File: config.mk
export PLATFORM = sky130hd
export DESIGN_NAME = keypad_entry_ctrl_flat
export DESIGN_NICKNAME = d
export VERILOG_FILES = /design/src/rtl/keypad_entry_if.sv /design/src/rtl/keypad_entry_ctrl.sv /design/src/flat_wrapper.sv
export SDC_FILE = /design/constraint.sdc
export NUM_CORES = 1
export LEC_CHECK = 0
export CORE_MARGIN = 8
export CORE_UTILIZATION = 55
export DETAILED_ROUTE_END_ITERATION = 10
export GPL_TIMING_DRIVEN = 1
export PLACE_DENSITY = 0.82
export SLEW_MARGIN = 25
export SYNTH_ARGS = -nofsm -noshare
export SYNTH_HDL_FRONTEND = slang
export SYNTH_SLANG_ARGS = --single-unit
File: constraint.sdc
create_clock -name clk -period 3.97 [get_ports clk]
set_input_delay 0.794 -clock clk [delete_from_list [all_inputs] [get_ports clk]]
set_output_delay 0.794 -clock clk [all_outputs]
set_load 0.1 [all_outputs]
File: src/rtl/keypad_entry_if.sv
// Keypad entry controller bundle: scanner code in, BCD entry and submit handshake out.
// The slave modport is the controller; the master modport is the scanner/consumer side.
interface keypad_entry_if #(
  parameter int unsigned MAX_DIGITS = 4
);
  logic [3:0]                         key_code_in;
  logic [4*MAX_DIGITS-1:0]            digits;
  logic [$clog2(MAX_DIGITS+1)-1:0]    digit_cnt;
  logic                               key_evt;
  logic [3:0]                         key_evt_code;
  logic                               overflow;
  logic                               code_valid;
  logic                               code_ready;

  modport master (
    output key_code_in, code_ready,
    input  digits, digit_cnt, key_evt, key_evt_code, overflow, code_valid
  );

  modport slave (
    input  key_code_in, code_ready,
    output digits, digit_cnt, key_evt, key_evt_code, overflow, code_valid
  );
endinterface

File: src/rtl/keypad_entry_ctrl.sv
// Keypad press qualifier and BCD entry assembler with valid/ready submit.
// Optional macro KEYPAD_BACKSPACE_EN turns '*' into backspace (double '*' clears).
module keypad_entry_ctrl #(
  parameter int unsigned MAX_DIGITS     = 4,
  parameter int unsigned PRESS_HITS     = 3,
  parameter int unsigned RELEASE_CYCLES = 8
) (
  input logic           clk,
  input logic           rst,
  keypad_entry_if.slave io_kp
);
  localparam int unsigned CntW  = $clog2(MAX_DIGITS + 1);
  localparam int unsigned HitW  = $clog2(PRESS_HITS + 1);
  localparam int unsigned IdleW = $clog2(RELEASE_CYCLES + 1);
  localparam logic [3:0]  KeyStar = 4'd10;
  localparam logic [3:0]  KeyHash = 4'd11;
  localparam logic [3:0]  KeyNone = 4'd12;

  typedef enum logic [1:0] {StIdle, StQual, StHeld} state_e;

  state_e                  r_state;
  logic [3:0]              r_cand;
  logic [HitW-1:0]         r_hits;
  logic [IdleW-1:0]        r_idle;
  logic [4*MAX_DIGITS-1:0] r_digits;
  logic [CntW-1:0]         r_cnt;
  logic                    r_evt;
  logic [3:0]              r_evt_code;
  logic                    r_ovf;
  logic                    r_valid;

`ifdef KEYPAD_BACKSPACE_EN
  localparam int unsigned GapMax = RELEASE_CYCLES * 16;
  localparam int unsigned GapW   = $clog2(GapMax + 2);
  logic                    r_star_armed;
  logic [GapW-1:0]         r_star_gap;
`endif

  logic [3:0]              w_code;
  logic                    w_none;
  logic                    w_accept;
  logic [HitW-1:0]         w_hits_inc;
  logic [IdleW-1:0]        w_idle_inc;
  logic [4*MAX_DIGITS-1:0] w_shl;

  // Codes 13-15 are scanner idle states and count as "none".
  assign w_code     = (io_kp.key_code_in > KeyNone) ? KeyNone : io_kp.key_code_in;
  assign w_none     = (w_code == KeyNone);
  assign w_hits_inc = (r_hits == HitW'(PRESS_HITS)) ? r_hits : r_hits + HitW'(1);
  assign w_idle_inc = (r_idle == IdleW'(RELEASE_CYCLES)) ? r_idle : r_idle + IdleW'(1);
  assign w_shl      = (r_digits << 4) | (4*MAX_DIGITS)'(w_code);

  assign w_accept = !w_none &&
                    (((r_state == StQual) && (w_code == r_cand) &&
                      (w_hits_inc >= HitW'(PRESS_HITS))) ||
                     ((r_state == StIdle) && (PRESS_HITS <= 1)));

  always_ff @(posedge clk) begin
    if (rst) begin
      r_state    <= StIdle;
      r_cand     <= KeyNone;
      r_hits     <= '0;
      r_idle     <= '0;
      r_digits   <= '0;
      r_cnt      <= '0;
      r_evt      <= 1'b0;
      r_evt_code <= KeyNone;
      r_ovf      <= 1'b0;
      r_valid    <= 1'b0;
`ifdef KEYPAD_BACKSPACE_EN
      r_star_armed <= 1'b0;
      r_star_gap   <= '0;
`endif
    end else begin
      r_evt <= 1'b0;
      r_ovf <= 1'b0;

      unique case (r_state)
        StIdle: begin
          if (!w_none) begin
            r_cand  <= w_code;
            r_hits  <= HitW'(1);
            r_idle  <= '0;
            r_state <= w_accept ? StHeld : StQual;
          end
        end
        StQual: begin
          if (w_none) begin
            if (w_idle_inc >= IdleW'(RELEASE_CYCLES)) begin
              r_state <= StIdle;
              r_idle  <= '0;
              r_hits  <= '0;
            end else begin
              r_idle <= w_idle_inc;
            end
          end else if (w_code == r_cand) begin
            r_hits <= w_hits_inc;
            r_idle <= '0;
            if (w_accept) r_state <= StHeld;
          end else begin
            r_cand <= w_code;
            r_hits <= HitW'(1);
            r_idle <= '0;
          end
        end
        StHeld: begin
          if (!w_none) begin
            r_idle <= '0;
          end else if (w_idle_inc >= IdleW'(RELEASE_CYCLES)) begin
            r_state <= StIdle;
            r_idle  <= '0;
            r_hits  <= '0;
          end else begin
            r_idle <= w_idle_inc;
          end
        end
        default: r_state <= StIdle;
      endcase

      if (w_accept) begin
        r_evt      <= 1'b1;
        r_evt_code <= w_code;
      end

`ifdef KEYPAD_BACKSPACE_EN
      if (r_star_gap != GapW'(GapMax + 1)) r_star_gap <= r_star_gap + GapW'(1);
`endif

      // While an entry is offered the buffer is frozen and presses have no entry effect.
      if (r_valid) begin
        if (io_kp.code_ready) begin
          r_valid  <= 1'b0;
          r_digits <= '0;
          r_cnt    <= '0;
        end
      end else if (w_accept) begin
        if (w_code == KeyHash) begin
          if (r_cnt != '0) r_valid <= 1'b1;
        end else if (w_code == KeyStar) begin
`ifdef KEYPAD_BACKSPACE_EN
          if (r_star_armed && (r_star_gap <= GapW'(GapMax))) begin
            r_digits     <= '0;
            r_cnt        <= '0;
            r_star_armed <= 1'b0;
          end else begin
            if (r_cnt != '0) begin
              r_digits <= r_digits >> 4;
              r_cnt    <= r_cnt - CntW'(1);
            end
            r_star_armed <= 1'b1;
            r_star_gap   <= GapW'(1);
          end
`else
          r_digits <= '0;
          r_cnt    <= '0;
`endif
        end else if (r_cnt == CntW'(MAX_DIGITS)) begin
          r_ovf <= 1'b1;
        end else begin
          r_digits <= w_shl;
          r_cnt    <= r_cnt + CntW'(1);
        end
      end
    end
  end

  assign io_kp.digits       = r_digits;
  assign io_kp.digit_cnt    = r_cnt;
  assign io_kp.key_evt      = r_evt;
  assign io_kp.key_evt_code = r_evt_code;
  assign io_kp.overflow     = r_ovf;
  assign io_kp.code_valid   = r_valid;

endmodule

File: src/flat_wrapper.sv
// flat-port wrapper written by rule: the top's interface ports become plain ports
module keypad_entry_ctrl_flat 
#(
  parameter int unsigned MAX_DIGITS     = 4,
  parameter int unsigned PRESS_HITS     = 3,
  parameter int unsigned RELEASE_CYCLES = 8
)
  (clk, rst, io_kp_key_code_in, io_kp_code_ready, io_kp_digits, io_kp_digit_cnt, io_kp_key_evt, io_kp_key_evt_code, io_kp_overflow, io_kp_code_valid);
  keypad_entry_if #(.MAX_DIGITS(MAX_DIGITS)) io_kp_i ();
  input logic clk;
  input logic rst;
  input wire logic [$bits(io_kp_i.key_code_in)-1:0] io_kp_key_code_in;
  input wire logic [$bits(io_kp_i.code_ready)-1:0] io_kp_code_ready;
  output wire logic [$bits(io_kp_i.digits)-1:0] io_kp_digits;
  output wire logic [$bits(io_kp_i.digit_cnt)-1:0] io_kp_digit_cnt;
  output wire logic [$bits(io_kp_i.key_evt)-1:0] io_kp_key_evt;
  output wire logic [$bits(io_kp_i.key_evt_code)-1:0] io_kp_key_evt_code;
  output wire logic [$bits(io_kp_i.overflow)-1:0] io_kp_overflow;
  output wire logic [$bits(io_kp_i.code_valid)-1:0] io_kp_code_valid;
  assign io_kp_i.key_code_in = io_kp_key_code_in;
  assign io_kp_i.code_ready = io_kp_code_ready;
  assign io_kp_digits = io_kp_i.digits;
  assign io_kp_digit_cnt = io_kp_i.digit_cnt;
  assign io_kp_key_evt = io_kp_i.key_evt;
  assign io_kp_key_evt_code = io_kp_i.key_evt_code;
  assign io_kp_overflow = io_kp_i.overflow;
  assign io_kp_code_valid = io_kp_i.code_valid;
  keypad_entry_ctrl #(.MAX_DIGITS(MAX_DIGITS), .PRESS_HITS(PRESS_HITS), .RELEASE_CYCLES(RELEASE_CYCLES)) u_core (.clk(clk), .rst(rst), .io_kp(io_kp_i));
endmodule
== Yosys cells after proc, flatten, opt, wreduce, memory -nomap -nowiden ==
Index checks and enable logic that the tools add are counted.

* Register bits after elaboration: 38
* Latch bits: 0
* Bits in writable memories: 0
* Bits in read-only memories: 0
* Bits of input ports: 7
* Output and inout port bits: 26
* Word-level logic and storage cells: 97
* Memories: 0

* $add $sub $neg: 3
* Multiply operators: 0
* Divide/modulo/power cells: 0
* Order comparisons: 3
* Equality and inequality tests: 18
* Shifts and indexed selects: 0
* Mux-type cells: 44
* Bitwise operators: 2
* Reduce and logical (&&, ||, !) cells: 17

{| class="wikitable"
|+ Operators by type and width
! cell !! count
|-
| $mux 16 || 6
|-
| $mux 4 || 8
|-
| $mux 2 || 13
|-
| $mux 3 || 6
|-
| $eq 4x4->1 const B || 4
|-
| $or 16x4->16 || 1
|-
| $pmux 4 s2 || 2
|-
| $pmux 2 s3 || 2
|-
| $reduce_and 4->1 || 3
|-
| $ne 2x2->1 const B || 4
|-
| $mux 1 || 7
|-
| $ne 3x1->1 const B || 2
|-
| $reduce_bool 2->1 || 3
|-
| $reduce_bool 3->1 || 2
|-
| $reduce_or 5->1 || 1
|-
| $add 4x1->4 const B || 1
|-
| $eq 2x2->1 const B || 2
|-
| $eq 4x4->1 || 1
|-
| $ge 4x4->1 const B || 1
|-
| $gt 4x4->1 const B || 1
|-
| $ne 2x1->1 const B || 2
|-
| $add 3x1->3 const B || 1
|-
| $eq 3x3->1 const B || 1
|-
| $logic_and 1x1->1 || 3
|-
| other kinds (10) || 10
|}

== Depth between registers and ports, before layout ==
* Depth after elaboration: 10
* Mapped depth: 8
* Depth with buffers taken out: 7

== Worst setup path before layout ==
No wires, ideal clock.

* Kind: reg2reg
* From: reg u_core.r_cnt[0] (netlist: u_core.io_kp.digit_cnt[0])
* To: reg u_core.r_cnt[1] (netlist: u_core.io_kp.digit_cnt[1])
* Setup time: 0.128 ns
* Arrival time: 2.108 ns
* Required time: 3.842 ns
* Slack: 1.735 ns
* Cell stages (with the launch flop): 9
* Path buffers: 1
* Clock period less this slack: 2.235 ns
* Path through: dfxtp_1 -> inv_1 -> ha_1 -> nand2_1 -> mux2_4 -> a31oi_2 -> buf_4 -> a32oi_1 -> nor2_1

* Word-level cells in the longest chain between the ends: 6
* Elaborated cells on any way between the ends: 9
* Classes of those cells: 1 x add/sub; 2 x eq/ne; 5 x mux; 1 x reduce/logical

{| class="wikitable"
|+ Ends and longest elaborated chain
! what !! RTL line !! text
|-
| from (decl) || keypad_entry_ctrl.sv:26 || <nowiki>logic [CntW-1:0] r_cnt;</nowiki>
|-
| from (signal assigned) || keypad_entry_ctrl.sv:161 || <nowiki>r_cnt <= r_cnt + CntW'(1);</nowiki>
|-
| $add 3x1->3 || keypad_entry_ctrl.sv:161 ||
|-
| $mux 3 || keypad_entry_ctrl.sv:157 || <nowiki>end else if (r_cnt == CntW'(MAX_DIGITS)) begin</nowiki>
|-
| $mux 3 || keypad_entry_ctrl.sv:139 || <nowiki>end else if (w_code == KeyStar) begin</nowiki>
|-
| $mux 3 || keypad_entry_ctrl.sv:137 || <nowiki>if (w_code == KeyHash) begin</nowiki>
|-
| $mux 3 || keypad_entry_ctrl.sv:136 || <nowiki>end else if (w_accept) begin</nowiki>
|-
| $mux 3 || keypad_entry_ctrl.sv:130 || <nowiki>if (r_valid) begin</nowiki>
|}

Parallel ways exist; a longest one is shown, timed or not. The select of a mux whose other input is x is not followed.
A chain may end at the register's enable or synchronous reset.

== Worst setup path after layout ==
* From: reg u_core.r_valid (netlist: u_core.io_kp.code_valid)
* To: out io_kp_code_valid

{| class="wikitable"
|+ RTL lines
! what !! RTL line !! text
|-
| from (decl) || keypad_entry_ctrl.sv:30 || <nowiki>logic r_valid;</nowiki>
|-
| from (signal assigned) || keypad_entry_ctrl.sv:69 || <nowiki>r_valid <= 1'b0;</nowiki>
|-
| from (signal assigned) || keypad_entry_ctrl.sv:132 || <nowiki>r_valid <= 1'b0;</nowiki>
|-
| from (signal assigned) || keypad_entry_ctrl.sv:138 || <nowiki>if (r_cnt != '0) r_valid <= 1'b1;</nowiki>
|-
| to (decl) || flat_wrapper.sv:19 || <nowiki>output wire logic [$bits(io_kp_i.code_valid)-1:0] io_kp_code_valid;</nowiki>
|}

No word-level cell between the ends.

==> metrics <==
mux share of post-synthesis cell area=under 10%; commonest non-fill, non-tap cells in the layout=dfxtp_1, nor2_1, clkdlybuf4s50_1; cell family with most CP delay=buffers and inverters; Skew-Pair Late Insertion Delay=between 300 and 400 ps; r2r setup slk=about 1800 ps; Seq/Total Area, Yosys=39.2%; HP Start=u_core.io_kp.digits[15]; Layout Utilization=~69%; commonest non-fill, non-tap cell in the layout=dfxtp_1; Pins Over Slew Limit=0; nets=about 260; Final Hold Viols=0; Worst R2R Start=u_core.r_state[1]; row count=21; syn_nets=230; CTS resizes=0; crit path capture type=output port; ys async rst share=0%; WP data arrival=between 1500 and 2000 ps; die width=between 70 and 80 um; Worst Hold End=u_core.io_kp.digits[15]; Diodes inserted=0; vias post-DR=around 1700; Pwr per Cell Area=322 mW/mm2; XOR/XNOR share of the synthesized area=between 2 and 3%; first-pass GRT wire length=~7.3 mm; maximum clock path buffer count=2; CP max stage delay=between 1000 and 1500 ps; EDFF count, synth=0; Storage cell area=761 um2; multi-input logic area=roughly 0.0011 mm2; Detailed Place HPWL=roughly 3.1 mm; largest net degree at the start of global routing=25; Post-Synth Adder-Cell Area=5.16%; FF-to-FF End=u_core.r_state[0]; Starting Density=57.7%; share of cells above drive strength 1=about 7.0%; max_slew headroom=34.3%; Total Die Area=roughly 0.0057 mm2; Reg2Reg Depth=7; cell breakdown of the critical path=clkdlybuf4s50_1; DRT Wirelength=~4.4 mm; H-tree Lvls=2; Sinks on Clock Net=38; Wirelength per Cell=between 15 and 20 um; CTS Hold Bufs=0; Core ar.=0.00336 mm2; largest family of logic cells by synthesized area=compound AO/OA/AOI/OAI gates; Post-Syn Area=just under 0.002 mm2; Slew @ Worst Pin=a little under 1000 ps; CP Data Required Time=around 3200 ps; total gr overflow=0; CP Launch Type=register; setup TNS=0 ps; Pleak=between 0.0008 and 0.0009 uW; First-pass DRT Iterations=4; clk slew on worst S/H paths=110 ps; RSZ-0062 raised after global routing=no; CTS tree=yes; highest-delay cell along the critical path=clkdlybuf4s50_1; IO Count=33; maxcap violations=0; Die Ht=~75 um; clock skew after layout=9.70 ps; Final ANT Viol Nets=0; Root Buffer=clkbuf_4; CP Buf/Inv Count=1; ys flop type=dfxtp_1; Hold Crit Class=register to register; area grow syn2layout=19.3%; fillers=around 300; routability congestion estimate=a little under 0.9; initial antenna violation count=0; min cycle time layout=~2800 ps; largest fanout on the critical path=7; cell count after synthesis=215; Initial DRC Count=166; number of library cell types mapped by synthesis=57; critical path class=register to output port; Remaining DRCs=0; number of port buffers=32; Synth Warn #=0; Avg Cell Area, Syn=9.03 um2; Setup Buffers After CTS=0; run status=complete, no violations; maximum VDD drop=0.000240 V; Simple-Gate Fraction of Synth Area=20.6%; part of the cycle the worst path needs=between 70% and 80%; #FFs+latches synth=38; vias in the first global route=approximately 1600; cts bufs inserted=5; WHS Path Cells=2; drt via density=between 5 and 6; Synth Area in Compound Gates=approximately 23%; aggregate global-route resource usage=16.3%; Setup Viol. Count Final=0; Max Freq=roughly 360 MHz
## worst max-delay path by stage
stage                                          from                        end  slack [ps]  cells past startpoint
after global routing        u_core.io_kp.code_valid           io_kp_code_valid        1100                      1
after detailed placement       io_kp_key_code_in[2]    u_core.io_kp.digits[10]         940                      6
after CTS                   u_core.io_kp.code_valid           io_kp_code_valid        1180                      1
after floorplan           u_core.io_kp.digit_cnt[0]  u_core.io_kp.digit_cnt[1]        1730                      8
final                       u_core.io_kp.code_valid           io_kp_code_valid        1190                      1
after global placement         io_kp_key_code_in[2]     u_core.io_kp.digits[9]         980                      6
## layer usage
metal | global-route usage, % | routed length, um | up-vias | share of wire [%]
met1 | 20.3 | 2040 | 793 | 46
met3 | 4.34 | 296 | 6 | 6.7
li1 | - | - | 838 | -
met5 | 0 | 0 | - | 0
met4 | 7.04 | 59 | 0 | 1.3
met2 | 25.9 | 2000 | 52 | 46
## sequential cells by signal, summed over array words and instances (netlist names)
name	cells
u_core.r_state	2
u_core.r_hits	2
u_core.io_kp.key_evt_code	4
u_core.io_kp.digits	16
u_core.io_kp.overflow	1
u_core.io_kp.code_valid	1
u_core.io_kp.digit_cnt	3
u_core.r_idle	4
u_core.io_kp.key_evt	1
u_core.r_cand	4
## cells by family (layout without fill, tap and decap cells)
kind of cell / after synthesis / count (layout)
AOI/OAI and AO/OA: 57 / 57
muxes: 7 / 7
adders and majority gates: 8 / 8
xor gates and xnor gates: 6 / 6
and+or+nand+nor: 76 / 76
buffers and inverters: 23 / 52
DFF: 38 / 38
## synthesized netlist by cell type, drive strengths merged (4+ instances only)
| cell type | count | area [um2] |
|---|---|---|
| dfxtp | 38 | 761 |
| nor2 | 37 | 141 |
| a32oi | 17 | 149 |
| inv | 11 | 41.3 |
| a21oi | 9 | 45.0 |
| ha | 8 | 100 |
| nand2 | 7 | 28.8 |
| o21ai | 7 | 35.0 |
| buf | 6 | 48.8 |
| clkbuf | 6 | 22.5 |
| mux2i | 6 | 60.1 |
| nand2b | 6 | 37.5 |
| nor3 | 6 | 35.0 |
| and3 | 4 | 30.0 |
## per-stage QoR
stage               hold WS (ps)  power (uW)  std cells  setup slack (ps)  instance area, um2
floorplan                    478         508        215              1730                1940
global placement             472         538        282               981                2250
detailed placement           485         540        282               945                2250
CTS                          511         751        290              1180                2310
global route                 529         782        290              1100                2310
finish                       502         745        290              1190                2310
## power breakdown
part	switching [uW]	total [uW]	internal (uW)
logic	73.6	127	53.4
registers	14.6	407	392
clock network	126	212	85.8
## layout make-up
class	count	area share [%]
clock inverter	1	0.216
timing repair buffer	33	14.2
tap	46	2.49
inverter	11	1.78
clock buffer	7	2.38
sequential	38	32.9
multi-input combinational	154	46.1
Power figures use the tool's default switching activity.
